==> config.mk <==
export PLATFORM = sky130hd
export DESIGN_NAME = match_report_fifo
export DESIGN_NICKNAME = d
export VERILOG_FILES = /design/src/rtl/match_report_fifo.sv
export SDC_FILE = /design/constraint.sdc
export NUM_CORES = 1
export LEC_CHECK = 0
export ABC_AREA = 1
export CAP_MARGIN = 15
export CORE_AREA = 2 2 212 214
export DETAILED_ROUTE_END_ITERATION = 8
export DIE_AREA = 0 0 214 216
export MAX_ROUTING_LAYER = met4
export PLACE_DENSITY = 0.64
export SLEW_MARGIN = 20
export SYNTH_ARGS = -nofsm -noshare
export SYNTH_HDL_FRONTEND = slang
export SYNTH_SLANG_ARGS = --single-unit
==> constraint.sdc <==
create_clock -name clk -period 6.4 [get_ports clk]
set_input_delay 1.28 -clock clk [delete_from_list [all_inputs] [get_ports clk]]
set_output_delay 1.28 -clock clk [all_outputs]
set_load 0.01 [all_outputs]
==> src/rtl/match_report_fifo.sv <==
// match_report_fifo
//   Collector at the output end of the NFA engine. Every character cycle that
//   has at least one rule match produces one {match vector, byte offset} record.
//   The record goes into a FIFO that the host drains with a valid/ready
//   handshake. Records that arrive while the FIFO is full are dropped and
//   counted.
//   All state changes on the falling edge of clk, the same edge the engine
//   counters use.
// Ports
//   clk        engine clock (active edge: negedge)
//   rst        asynchronous reset, active low
//   en         character-valid strobe shared with the engine
//   match      per-rule match lines for the current character
//   rd_ready   host accepts the head record
//   rd_valid   FIFO non-empty, head record presented
//   rd_match   match vector of the head record
//   rd_offset  byte offset of the head record
//   level      number of stored records, 0..DEPTH
//   overflow   sticky drop flag
//   drop_cnt   saturating count of dropped records
//   clr_ovf    synchronous clear of overflow and drop_cnt
module match_report_fifo #(
  parameter int NUM_MATCH = 8,
  parameter int OFF_W     = 16,
  parameter int DEPTH     = 16,
  parameter int AW        = 4,
  parameter int DROP_W    = 8
) (
  input  logic                 clk,
  input  logic                 rst,
  input  logic                 en,
  input  logic [NUM_MATCH-1:0] match,
  input  logic                 rd_ready,
  output logic                 rd_valid,
  output logic [NUM_MATCH-1:0] rd_match,
  output logic [OFF_W-1:0]     rd_offset,
  output logic [AW:0]          level,
  output logic                 overflow,
  output logic [DROP_W-1:0]    drop_cnt,
  input  logic                 clr_ovf
);

  localparam logic [AW:0] FULL_LEVEL = (AW+1)'(DEPTH);

  logic [OFF_W-1:0]     offset;
  logic [AW-1:0]        wr_ptr;
  logic [AW-1:0]        rd_ptr;
  logic [NUM_MATCH-1:0] mem_match [DEPTH];
  logic [OFF_W-1:0]     mem_off   [DEPTH];

  logic full;
  logic push_req;
  logic pop;
  logic push;
  logic drop;

  assign full     = (level == FULL_LEVEL);
  assign rd_valid = (level != '0);
  assign push_req = en && (|match);
  assign pop      = rd_valid && rd_ready;
  // A pop in the same edge frees the slot, so a push into a full FIFO is
  // still accepted when the host is draining.
  assign push     = push_req && (!full || pop);
  assign drop     = push_req && full && !pop;

  // Head record is read straight from storage; masked while empty so the
  // outputs read zero out of reset.
  assign rd_match  = rd_valid ? mem_match[rd_ptr] : '0;
  assign rd_offset = rd_valid ? mem_off[rd_ptr]   : '0;

  always_ff @(negedge clk or negedge rst) begin
    if (!rst) begin
      offset <= '0;
    end else if (en) begin
      offset <= offset + OFF_W'(1);
    end
  end

  always_ff @(negedge clk or negedge rst) begin
    if (!rst) begin
      wr_ptr <= '0;
      rd_ptr <= '0;
      level  <= '0;
    end else begin
      if (push) begin
        wr_ptr <= wr_ptr + AW'(1);
      end
      if (pop) begin
        rd_ptr <= rd_ptr + AW'(1);
      end
      case ({push, pop})
        2'b10:   level <= level + (AW+1)'(1);
        2'b01:   level <= level - (AW+1)'(1);
        default: level <= level;
      endcase
    end
  end

  // Storage has no reset; stale contents are unreachable once level is 0.
  always_ff @(negedge clk) begin
    if (push) begin
      mem_match[wr_ptr] <= match;
      mem_off[wr_ptr]   <= offset;
    end
  end

  // A drop coinciding with a clear counts as the first drop after the clear.
  always_ff @(negedge clk or negedge rst) begin
    if (!rst) begin
      overflow <= 1'b0;
      drop_cnt <= '0;
    end else if (clr_ovf) begin
      overflow <= drop;
      drop_cnt <= drop ? DROP_W'(1) : '0;
    end else if (drop) begin
      overflow <= 1'b1;
      if (drop_cnt != '1) begin
        drop_cnt <= drop_cnt + DROP_W'(1);
      end
    end
  end

endmodule

* After elaboration in Yosys (flattened, before gate mapping)
Memories as Yosys holds them, arrays and structs flattened.
Cells that the tools add are included.
Widths: inputs -> output; s select.
** Word-level totals
- Output and inout bits :: 39
- Bits in writable memories :: 384
- Memories kept :: 2
- Register bits after elaboration :: 38
** Operators by class
- Muxes and demuxes :: 11
- Reductions and logical operators :: 14
- Equality and inequality tests :: 4
- Add/sub/neg operators :: 6
** Memories
- mem_off :: words 16, width 16, rd ports 1, clocked after Yosys merged registers in 0, wr ports 1, line 49 : logic [OFF_W-1:0] mem_off [DEPTH];
- mem_match :: words 16, width 8, rd ports 1, clocked after Yosys merged registers in 0, wr ports 1, line 48 : logic [NUM_MATCH-1:0] mem_match [DEPTH];
** Operators with widths (count)
- $mux 8 :: 4
- $add 16x1->16 const B :: 1
- $mux 16 :: 1
- $pmux 5 s2 :: 1
- $add 4x1->4 const B :: 2
- $add 8x1->8 const B :: 1
- $ne 8x8->1 const B :: 1
- $reduce_or 8->1 :: 1
- $reduce_bool 2->1 :: 3
- $add 5x1->5 const B :: 1
- $eq 5x5->1 const B :: 1
- $logic_and 1x1->1 :: 5
- $mux 1 :: 5
- $reduce_bool 5->1 :: 1
- $sub 5x1->5 const B :: 1
- $eq 2x1->1 const B :: 1
- $eq 2x2->1 const B :: 1
- $logic_not 1->1 :: 2
- $reduce_and 2->1 :: 1
- $logic_or 1x1->1 :: 1

* Logic depth before layout (Yosys ltp)
Gate-level depths: netlist (run 1).
- Depth in word-level cells :: 6
- Gate-level depth with buffers :: 16

==> summary.md, run 1 <==
| Metric | Value |
|---|---|
| Status | `finished, violations left` |
| Failing checks | `setup timing` |
| Setup TNS | `-8.57 ns` |
| Die height | `216 um` |
| CTS tree | `built` |
| Via total after detailed routing | `~14,000` |
| Post-Synth Adder-Cell Area | `0.835%` |
| I/O pins | `52` |
| Share of the synthesized area in the top cell type | `66.3%` |
| Post-DP HPWL | `26,900 um` |
| Clk slew on worst S/H paths | `0.04 ns` |
| Path depth of the worst reg2reg path | `7` |
| Leading area contributor after synthesis | `edfxtp_1` |
| Finished Layout Cells | `~2,700` |
| Cell variety after synth | `29` |
| Hold crit path type | `reg -> reg` |
| Worst Setup End Kind | `primary output` |
| Element type at the critical path start | `flop` |
| Setup violators final | `24` |
| Leakage power | `around 11 nW` |
| RePlAce Congestion | `between 0.8 and 0.9` |
| GR Util All Layers | `between 20 and 25%` |
| Reg2Reg Setup Slack | `4.23 ns` |
| Hold path start | `overflow` |
| Post-synthesis compound-gate area fraction | `under 10%` |
| Drt initial violations | `1,245` |
| Syn Area/Cell | `11.7 um2` |
| Combinational power share | `39.6%` |
| Ant diodes | `0` |
| Worst-Margin Slew | `0.897 ns` |
| Fin. Hold Viols | `0` |
| Largest family of logic cells by synthesized area | `simple AND/OR/NAND/NOR gates` |
| Die Area | `46,200 um2` |
| Tot Pwr | `about 12 mW` |
| Largest net degree at the start of global routing | `39` |
| Register area share after synthesis | `71.8%` |
| PortBufs | `51` |
| Synth Instances | `1,490` |
| P_sw | `4.82 mW` |
| Final Slew Violations | `0` |
| XOR/XNOR share of the synthesized area | `1.21%` |
| Layout cells sized above 1 | `24.3%` |
| Crit Path Class | `reg -> out` |
| Root Buffer | `clkbuf_16` |
| Internal power | `7.67 mW` |
| Synthesized Nets | `1,514` |
| # DRC | `0` |
| Sequential share of power | `roughly 29%` |
| Ys flop type | `edfxtp_1` |
| Area Overhead vs Synth | `41.9%` |
| Worst Hold Slack | `approximately 0.45 ns` |
| Hold path depth | `2` |
| Ys Warns | `0` |
| Worst-skew pair later-pin latency | `0.63 ns` |
| CTS buffer count | `45` |
| Placed Cells | `2,184` |
| Row count | `77` |
| Max Fanout on Critical Path | `7` |
| Worst rel slew slack | `40.2%` |
| Mux cell area share after synthesis | `0%` |
| Final setup skew | `0.0939 ns` |
| CP arrival | `5.58 ns` |
| EDFF count, synth | `384` |
| Drt pass-1 iters | `8` |
| Pwr dens | `507 nW/um2` |
| Ys async rst share | `9.00%` |
| Starting Density | `39.7%` |
| CTS Buffer Depth | `3` |
| Core Area | `43,800 um2` |
| Worst setup margin | `-0.455 ns` |
| Fin nets | `around 2,100` |
| Die Width | `~210 um` |
| WP data required | `slightly above 5 ns` |
| Flop and latch count out of synthesis | `422` |
| Mapped Area | `17,400 um2` |
| Unrepaired setup endpoints after global routing | `yes` |
| First-pass GRT wire length | `a little under 80,000 um` |
| Routed len/inst | `19.2 um` |
| FF-to-FF Start | `offset[1]` |
| Sw Ratio | `~39%` |
| Initial antenna violation count | `0` |
| Antenna Nets Post-Route | `0` |
| Clk sinks | `422` |
| CTS H-tree lvls | `2` |
| Vias in the first global route | `14,400` |
| Top post-synthesis cells by area | `edfxtp_1, nand2_1, nand3_1, dfrtn_1, a21oi_1` |
| Remaining global-route overflow | `0` |
| Simple-gate portion of the synthesized area | `18.4%` |
| Peak supply drop | `0.338 mV` |
| Reg-to-reg endpoint | `offset[14]` |
| Clock share of power | `31.4%` |
| Avg Vias per Cell | `5.16` |
| Final WL | `51,700 um` |
| Hold EP | `overflow` |
| Max-Cap Viols | `0` |
==> critical path, cell delays in order (launching register included) <==
cell,delay [ns]
dfrtn_1,0.36
buf_12,0.15
buf_8,0.13
buf_12,0.13
buf_8,0.13
buf_6,0.12
o21ai_4,0.11
nor2_2,0.06
o31ai_2,0.23
a21oi_1,0.11
buf_4,0.18
buf_6,0.12
==> Yosys cell counts (3+ instances only) <==
cell type	number
buf_1	11
nand2_1	456
nor2_2	3
inv_1	40
a21oi_1	80
o31ai_1	24
nand4_1	7
nor3_2	3
nor2_1	81
edfxtp_1	384
o21ai_0	36
nand3_1	205
xor2_1	17
clkbuf_1	25
ha_1	10
xnor2_1	7
buf_2	30
dfrtn_1	38
o21ai_1	4
buf_4	14
inv_2	4
==> state kept, by name, indices dropped and copies added (netlist names) <==
| signal | cells |
|---|---|
| drop_cnt | 8 |
| level | 5 |
| mem_match | 128 |
| mem_off | 256 |
| offset | 16 |
| overflow | 1 |
| rd_ptr | 4 |
| wr_ptr | 4 |
==> layer usage <==
metal	track usage, %	share of wire (%)	wire (um)	vias to the layer above
met2	34.9	49	25200	687
met1	27.7	40	20500	6728
li1	-	-	-	6391
met3	6.27	9.1	4690	102
met5	-	0	0	-
met4	8.69	2.6	1350	0
==> metrics by stage <==
stage	utilization (%)	setup WS, ns	instance area, um2
final	56.3	-0.455	24700
after global routing	56.3	-0.512	24700
after CTS	54.8	-0.440	24000
after detailed placement	45.4	-0.766	19900
after global placement	45.4	-0.739	19900
after floorplan	-	-0.190	17400
==> cell usage in the layout (no fill, tap or decap), types with 2 or more instances in the layout <==
cell type	instances
o21ai_2	2
nor3_2	3
edfxtp_1	384
clkdlybuf4s50_1	26
nand4_1	7
xor2_1	17
nand2_1	373
nand3_1	151
buf_16	7
clkinvlp_2	5
a21oi_2	38
o31ai_1	5
clkbuf_16	52
ha_1	10
clkinv_8	2
inv_1	428
o21ai_0	26
bufinv_16	12
inv_6	2
buf_2	18
nor2_4	15
buf_8	11
nand2_2	68
inv_2	4
o31ai_2	19
a21oi_4	2
nand3_2	55
buf_12	54
nor3_1	2
xnor2_1	7
buf_4	80
o21ai_1	11
a21oi_1	40
inv_4	2
nor2_1	63
dfrtn_1	38
nand2_4	18
buf_6	23
nor2_2	9
==> kinds of logic after synthesis <==
logic type | after synthesis
and+or+nand+nor | 764
adders and majority gates | 11
DFF | 422
xor gates and xnor gates | 24
AOI/OAI and AO/OA | 145
buffers and inverters | 124
==> layout make-up <==
class	count	area, um2
Clock inverter	415	1910
Timing Repair inverter	3	41.3
Fill cell	3459	19200
Sequential cell	422	12500
Clock buffer	48	1200
Timing Repair Buffer	224	2780
Multi-Input combinational cell	947	5340
Tap cell	592	741
Inverter	43	178
==> worst max-delay path by stage <==
| stage | startpoint | endpoint | slack [ns] | depth (start not counted) |
|---|---|---|---|---|
| floorplan | en | mem_match[11][0] | -0.19 | 5 |
| global placement | match[6] | mem_match[14][6] | -0.74 | 8 |
| global route | rd_ptr[0] | rd_offset[11] | -0.51 | 12 |
| finish | rd_ptr[0] | rd_offset[11] | -0.46 | 11 |
| detailed placement | match[6] | mem_match[14][6] | -0.77 | 8 |
| CTS | rd_ptr[0] | rd_offset[1] | -0.44 | 11 |
==> power by group through the flow <==
stage | Sequential (mW) | Combinational [mW] | Clock, mW
after floorplan | 3.59 | 1.96 | 0.356
after global placement | 3.64 | 3.74 | 0.356
after detailed placement | 3.65 | 3.78 | 0.356
after CTS | 3.62 | 4.45 | 3.94
after global routing | 3.65 | 5.30 | 4.27
final | 3.62 | 4.95 | 3.92
==> timing repair <==
item                                    CTS  global route
hold buffers                              0             0
pin swaps                                80            79
gates cloned                             15             4
endpoints found under the setup margin   73           121
setup buffers                            29             8
resized for setup                       254           156
Note: power is estimated with default switching activity, not from simulation.
==> inputs of run 2 (changes only) <==
--- a/config.mk
+++ b/config.mk
@@ -7,11 +7,11 @@
 export LEC_CHECK = 0
 export ABC_AREA = 1
 export CAP_MARGIN = 15
-export CORE_AREA = 2 2 212 214
+export CORE_AREA = 2 2 167 169
 export DETAILED_ROUTE_END_ITERATION = 8
-export DIE_AREA = 0 0 214 216
+export DIE_AREA = 0 0 169 171
 export MAX_ROUTING_LAYER = met4
-export PLACE_DENSITY = 0.64
+export PLACE_DENSITY = 0.92
 export SLEW_MARGIN = 20
 export SYNTH_ARGS = -nofsm -noshare
 export SYNTH_HDL_FRONTEND = slang
==> run 2 against run 1 <==
Net effect: synthesized cell count did not move; the flow now stops in global routing; area after synthesis did not move.
==> summary.md, run 2 <==
| Metric | Value |
|---|---|
| Status | `did not finish` |
| Worst setup endpoint GRT | `rd_match[3]` |
| Ys async rst share | `9.00% (unchanged)` |
| Register area share after synthesis | `71.8% (unchanged)` |
| Largest net degree at the start of global routing | `39` |
| Top-count cell post-synth | `nand2_1` |
| Clk sinks | `422 (unchanged)` |
| EDFF count, synth | `384 (unchanged)` |
| I/O pins | `52 (unchanged)` |
| Leading area contributor after synthesis | `edfxtp_1` |
| Synth cell count leaders | `nand2_1, edfxtp_1, nand3_1` |
| Ys Warns | `0 (unchanged)` |
| Worst ep type | `top-level output` |
| PortBufs | `51 (unchanged)` |
| Fail Step | `global routing` |
| Row count | `61 (-21%)` |
| Synthesized Nets | `1,514 (unchanged)` |
| Share of the synthesized area in the top cell type | `66.3% (unchanged)` |
| CTS buffer count | `44 (-2.2%)` |
| CTS Buffer Depth | `3 (unchanged)` |
| Error | `[ERROR GRT-0232] Routing congestion too high. Check the congestion heatmap in the GUI.` |
| Die height | `171 um (-21%)` |
| Pre-CTS setup slack | `-0.691 ns (+0.0744 ns)` |
| Top post-synthesis cells by area | `edfxtp_1, nand2_1, nand3_1, dfrtn_1, a21oi_1` |
| Syn Area/Cell | `11.7 um2 (unchanged)` |
| CTS Hold Buffers Added | `0 (unchanged)` |
| Die Width | `169 um (-21%)` |
| Post-DP HPWL | `28,600 um (+6.3%)` |
| Cell variety after synth | `29 (unchanged)` |
| Starting Density | `63.6% (+24 points)` |
| Root Buffer | `clkbuf_16` |
| RePlAce Congestion | `0.920 (+9.1%)` |
| Remaining global-route overflow | `7` |
| Synth Instances | `1,490 (unchanged)` |
| Ys flop type | `edfxtp_1` |
| Flop and latch count out of synthesis | `422 (unchanged)` |
| Placed Cells | `1,932 (-12%)` |
| CTS H-tree lvls | `2 (unchanged)` |
| GR Util All Layers | `~83%` |
| Mapped Area | `17,400 um2 (unchanged)` |
| Dpl cell area | `19,300 um2 (-3.0%)` |
## run 2: cell counts after synthesis
No cell type changed its count.
## run 2: routing by layer
layer	GRT usage (%)	overflow
met4	77.2	5
met3	75.9	0
met5	-	-
met2	91.6	2
met1	82.0	0
## run 2: through the flow
step,utilization (%),TNS [ns],hold WS [ns]
after floorplan,-,-45.36,0.456
after CTS,88.7,-8.69,0.470
after detailed placement,70.6,-221.90,0.456
after global placement,70.6,-196.79,0.440
## run 2: kinds of logic after synthesis
kind of cell             synth area share (%)
AO/OA/AOI/OAI                            4.53
XOR/XNOR                                 1.21
adder cells (fa/ha/maj)                 0.835
buffers and inverters                    3.20
flip-flops                               71.8
AND/OR/NAND/NOR                          18.4
## run 2: what timing repair did
item / in CTS
gates resized for setup: 440
buffers inserted: 31
cloned: 24
pin swaps: 133
endpoints found under the setup margin: 261
==> inputs of run 3 (changes only) <==
--- a/config.mk
+++ b/config.mk
@@ -7,11 +7,10 @@
 export LEC_CHECK = 0
 export ABC_AREA = 1
 export CAP_MARGIN = 15
-export CORE_AREA = 2 2 167 169
+export CORE_AREA = 2 2 212 214
 export DETAILED_ROUTE_END_ITERATION = 8
-export DIE_AREA = 0 0 169 171
-export MAX_ROUTING_LAYER = met4
-export PLACE_DENSITY = 0.92
+export DIE_AREA = 0 0 214 216
+export PLACE_DENSITY_LB_ADDON = 0.15
 export SLEW_MARGIN = 20
 export SYNTH_ARGS = -nofsm -noshare
 export SYNTH_HDL_FRONTEND = slang
==> run 3 against run 2 <==
Net effect: the flow now finishes, with violations (setup timing).
==> summary.md, run 3 (synthesis gave the netlist of run 1 again) <==
| Metric | Value |
|---|---|
| Clock share of power | `30.9%` |
| Fin nets | `2,111` |
| Via total after detailed routing | `13,700` |
| Worst Setup End Kind | `primary output` |
| I/O pins | `52 (unchanged)` |
| CP dominant cell by count | `buf_6` |
| Crit. path cell count | `10` |
| WP data required | `5.12 ns` |
| Leakage power | `10.7 nW` |
| GR Util All Layers | `23.5%` |
| Peak supply drop | `0.292 mV` |
| Sequential share of power | `just under 30%` |
| CTS Buffer Depth | `3 (unchanged)` |
| Max-Cap Viols | `0` |
| Drt initial violations | `around 1,200` |
| Unrepaired setup endpoints after global routing | `yes` |
| CTS Hold Buffers Added | `0 (unchanged)` |
| Die Area | `46,200 um2` |
| CTS H-tree lvls | `2 (unchanged)` |
| Crit path from | `rd_ptr[0]` |
| Ant diodes | `0` |
| Routed len/inst | `19.8 um` |
| Internal power | `7.61 mW` |
| Core Area | `43,800 um2` |
| Routed met1 length | `between 20,000 and 25,000 um` |
| Largest net degree at the start of global routing | `39` |
| Filler cell count | `3,736` |
| CP max stage cell | `dfrtn_1` |
| Worst rel slew slack | `a little over 40%` |
| Antenna Nets Post-Route | `0` |
| Most frequent cells in the layout | `inv_1, nand2_1, edfxtp_1` |
| Hold path depth | `2` |
| Clk slew on worst S/H paths | `0.05 ns` |
| Element type at the critical path start | `flop` |
| Worst-skew pair later-pin latency | `0.64 ns` |
| Drt pass-1 iters | `7` |
| Avg Vias per Cell | `between 5 and 6` |
| Pwr dens | `506 nW/um2` |
| Layout cells sized above 1 | `22.6%` |
| Highest routed layer | `met4` |
| Die Width | `214 um (+27%)` |
| Max reg flops | `256` |
| Sw Ratio | `between 30 and 40%` |
| CP arrival | `approximately 5.6 ns` |
| Worst Setup EP | `rd_offset[1]` |
| # DRC | `0` |
| CTS tree | `built` |
| First-pass GRT wire length | `81,300 um` |
| Root Buffer | `clkbuf_16` |
| Post-layout util | `56.0%` |
| Vias in the first global route | `14,300` |
| Worst setup margin | `-0.490 ns` |
| FF-to-FF Start | `wr_ptr[2]` |
| Clk sinks | `422 (unchanged)` |
| Hold path start | `overflow` |
| Hold crit path type | `reg -> reg` |
| Family with the most delay on the worst path | `buffers and inverters` |
| Biggest regs | `mem_off: 256 flops, mem_match: 128 flops, offset: 16 flops` |
| Setup TNS | `-9.49 ns` |
| Most flop-heavy register | `mem_off` |
| Max Fanout on Critical Path | `7` |
| RePlAce Congestion | `0.750 (-18%)` |
| Metal3 WL | `a little under 4000 um` |
| Routed wl met2 | `25,500 um` |
| CTS buffer count | `47 (+6.8%)` |
| Reg-to-reg endpoint | `mem_off[2][1]` |
| Starting Density | `39.7% (-24 points)` |
| Remaining global-route overflow | `0` |
| Tot Pwr | `12.4 mW` |
| Row count | `77 (+26%)` |
| Area Overhead vs Synth | `41.1%` |
| Post-DP HPWL | `26,200 um (-8.4%)` |
| PortBufs | `51 (unchanged)` |
| Worst Hold Slack | `between 0.4 and 0.5 ns` |
| Status | `finished, violations left` |
| Final Slew Violations | `0` |
| Final WL | `53,900 um` |
| Failing checks | `setup timing` |
| Worst-Margin Slew | `0.878 ns` |
| Path depth of the worst reg2reg path | `3` |
| Commonest non-fill, non-tap cell in the layout | `inv_1` |
| Fin. Hold Viols | `0` |
| CP peak stage delay | `around 0.36 ns` |
| Combinational power share | `40.1%` |
| Initial antenna violation count | `0` |
| Setup violators final | `24` |
| Reg2Reg Setup Slack | `4.30 ns` |
| Pre-CTS setup slack | `-0.871 ns (-0.179 ns)` |
| Crit Path Class | `reg -> out` |
| Final setup skew | `around 0.081 ns` |
| Worst Path Buf+Inv | `6` |
| Worst-path cell chain | `buf_12 > buf_8 > buf_16 > buf_4 > o21ai_1 > nor2_1 > o31ai_2 > a21oi_2 > buf_6 > buf_6` |
| P_sw | `4.80 mW` |
| Die height | `216 um (+26%)` |
-- run 3: area by class of cell --
type,count,area (um2),area share [%]
Sequential cell,422,12500,50.9
Timing Repair inverter,1,11.3,0.0459
Inverter,43,178,0.724
Tap cell,592,741,3.02
Multi-Input combinational cell,959,5310,21.6
Clock buffer,55,1260,5.13
Timing Repair Buffer,229,2710,11.1
Clock inverter,415,1840,7.49
-- run 3: worst min-delay path by stage --
stage / end / slack, ns
3_3_place_gp: overflow / 0.43
2_1_floorplan: wr_ptr[0] / 0.46
3_5_place_dp: overflow / 0.43
6_report: overflow / 0.44
4_1_cts: overflow / 0.44
5_1_grt: overflow / 0.49
-- run 3: repair_timing --
item	CTS	global route
resized for setup	282	79
cloned	26	0
setup endpoints to repair	385	164
pin swaps	105	52
buffers inserted	38	4
-- run 3: per-layer routing --
layer  global-route usage, %  up-vias
li1                        -     6439
met1                    30.1     6687
met2                    37.0      489
met3                    7.16       82
met4                    10.3        0
met5                       0        -
-- run 3: power by group through the flow --
stage,registers [mW],logic (mW),clock network (mW)
global placement,3.63,3.89,0.356
floorplan,3.59,1.96,0.356
finish,3.61,4.97,3.83
global route,3.64,5.34,4.21
CTS,3.60,4.79,3.91
detailed placement,3.64,3.90,0.356
-- run 3: worst register-to-register path, cell delays in order, from the launching register on --
cell and delay [ns]:
dfrtn_1 0.37, inv_1 0.12, nand2_1 0.50, nor2_4 0.77
-- run 3: stage by stage --
| stage | instance area [um2] | std cells |
|---|---|---|
| after floorplan | 17400 | 1490 |
| after global placement | 19800 | 2188 |
| after detailed placement | 19800 | 2188 |
| after CTS | 24300 | 2715 |
| after global routing | 24500 | 2716 |
| final | 24500 | 2716 |
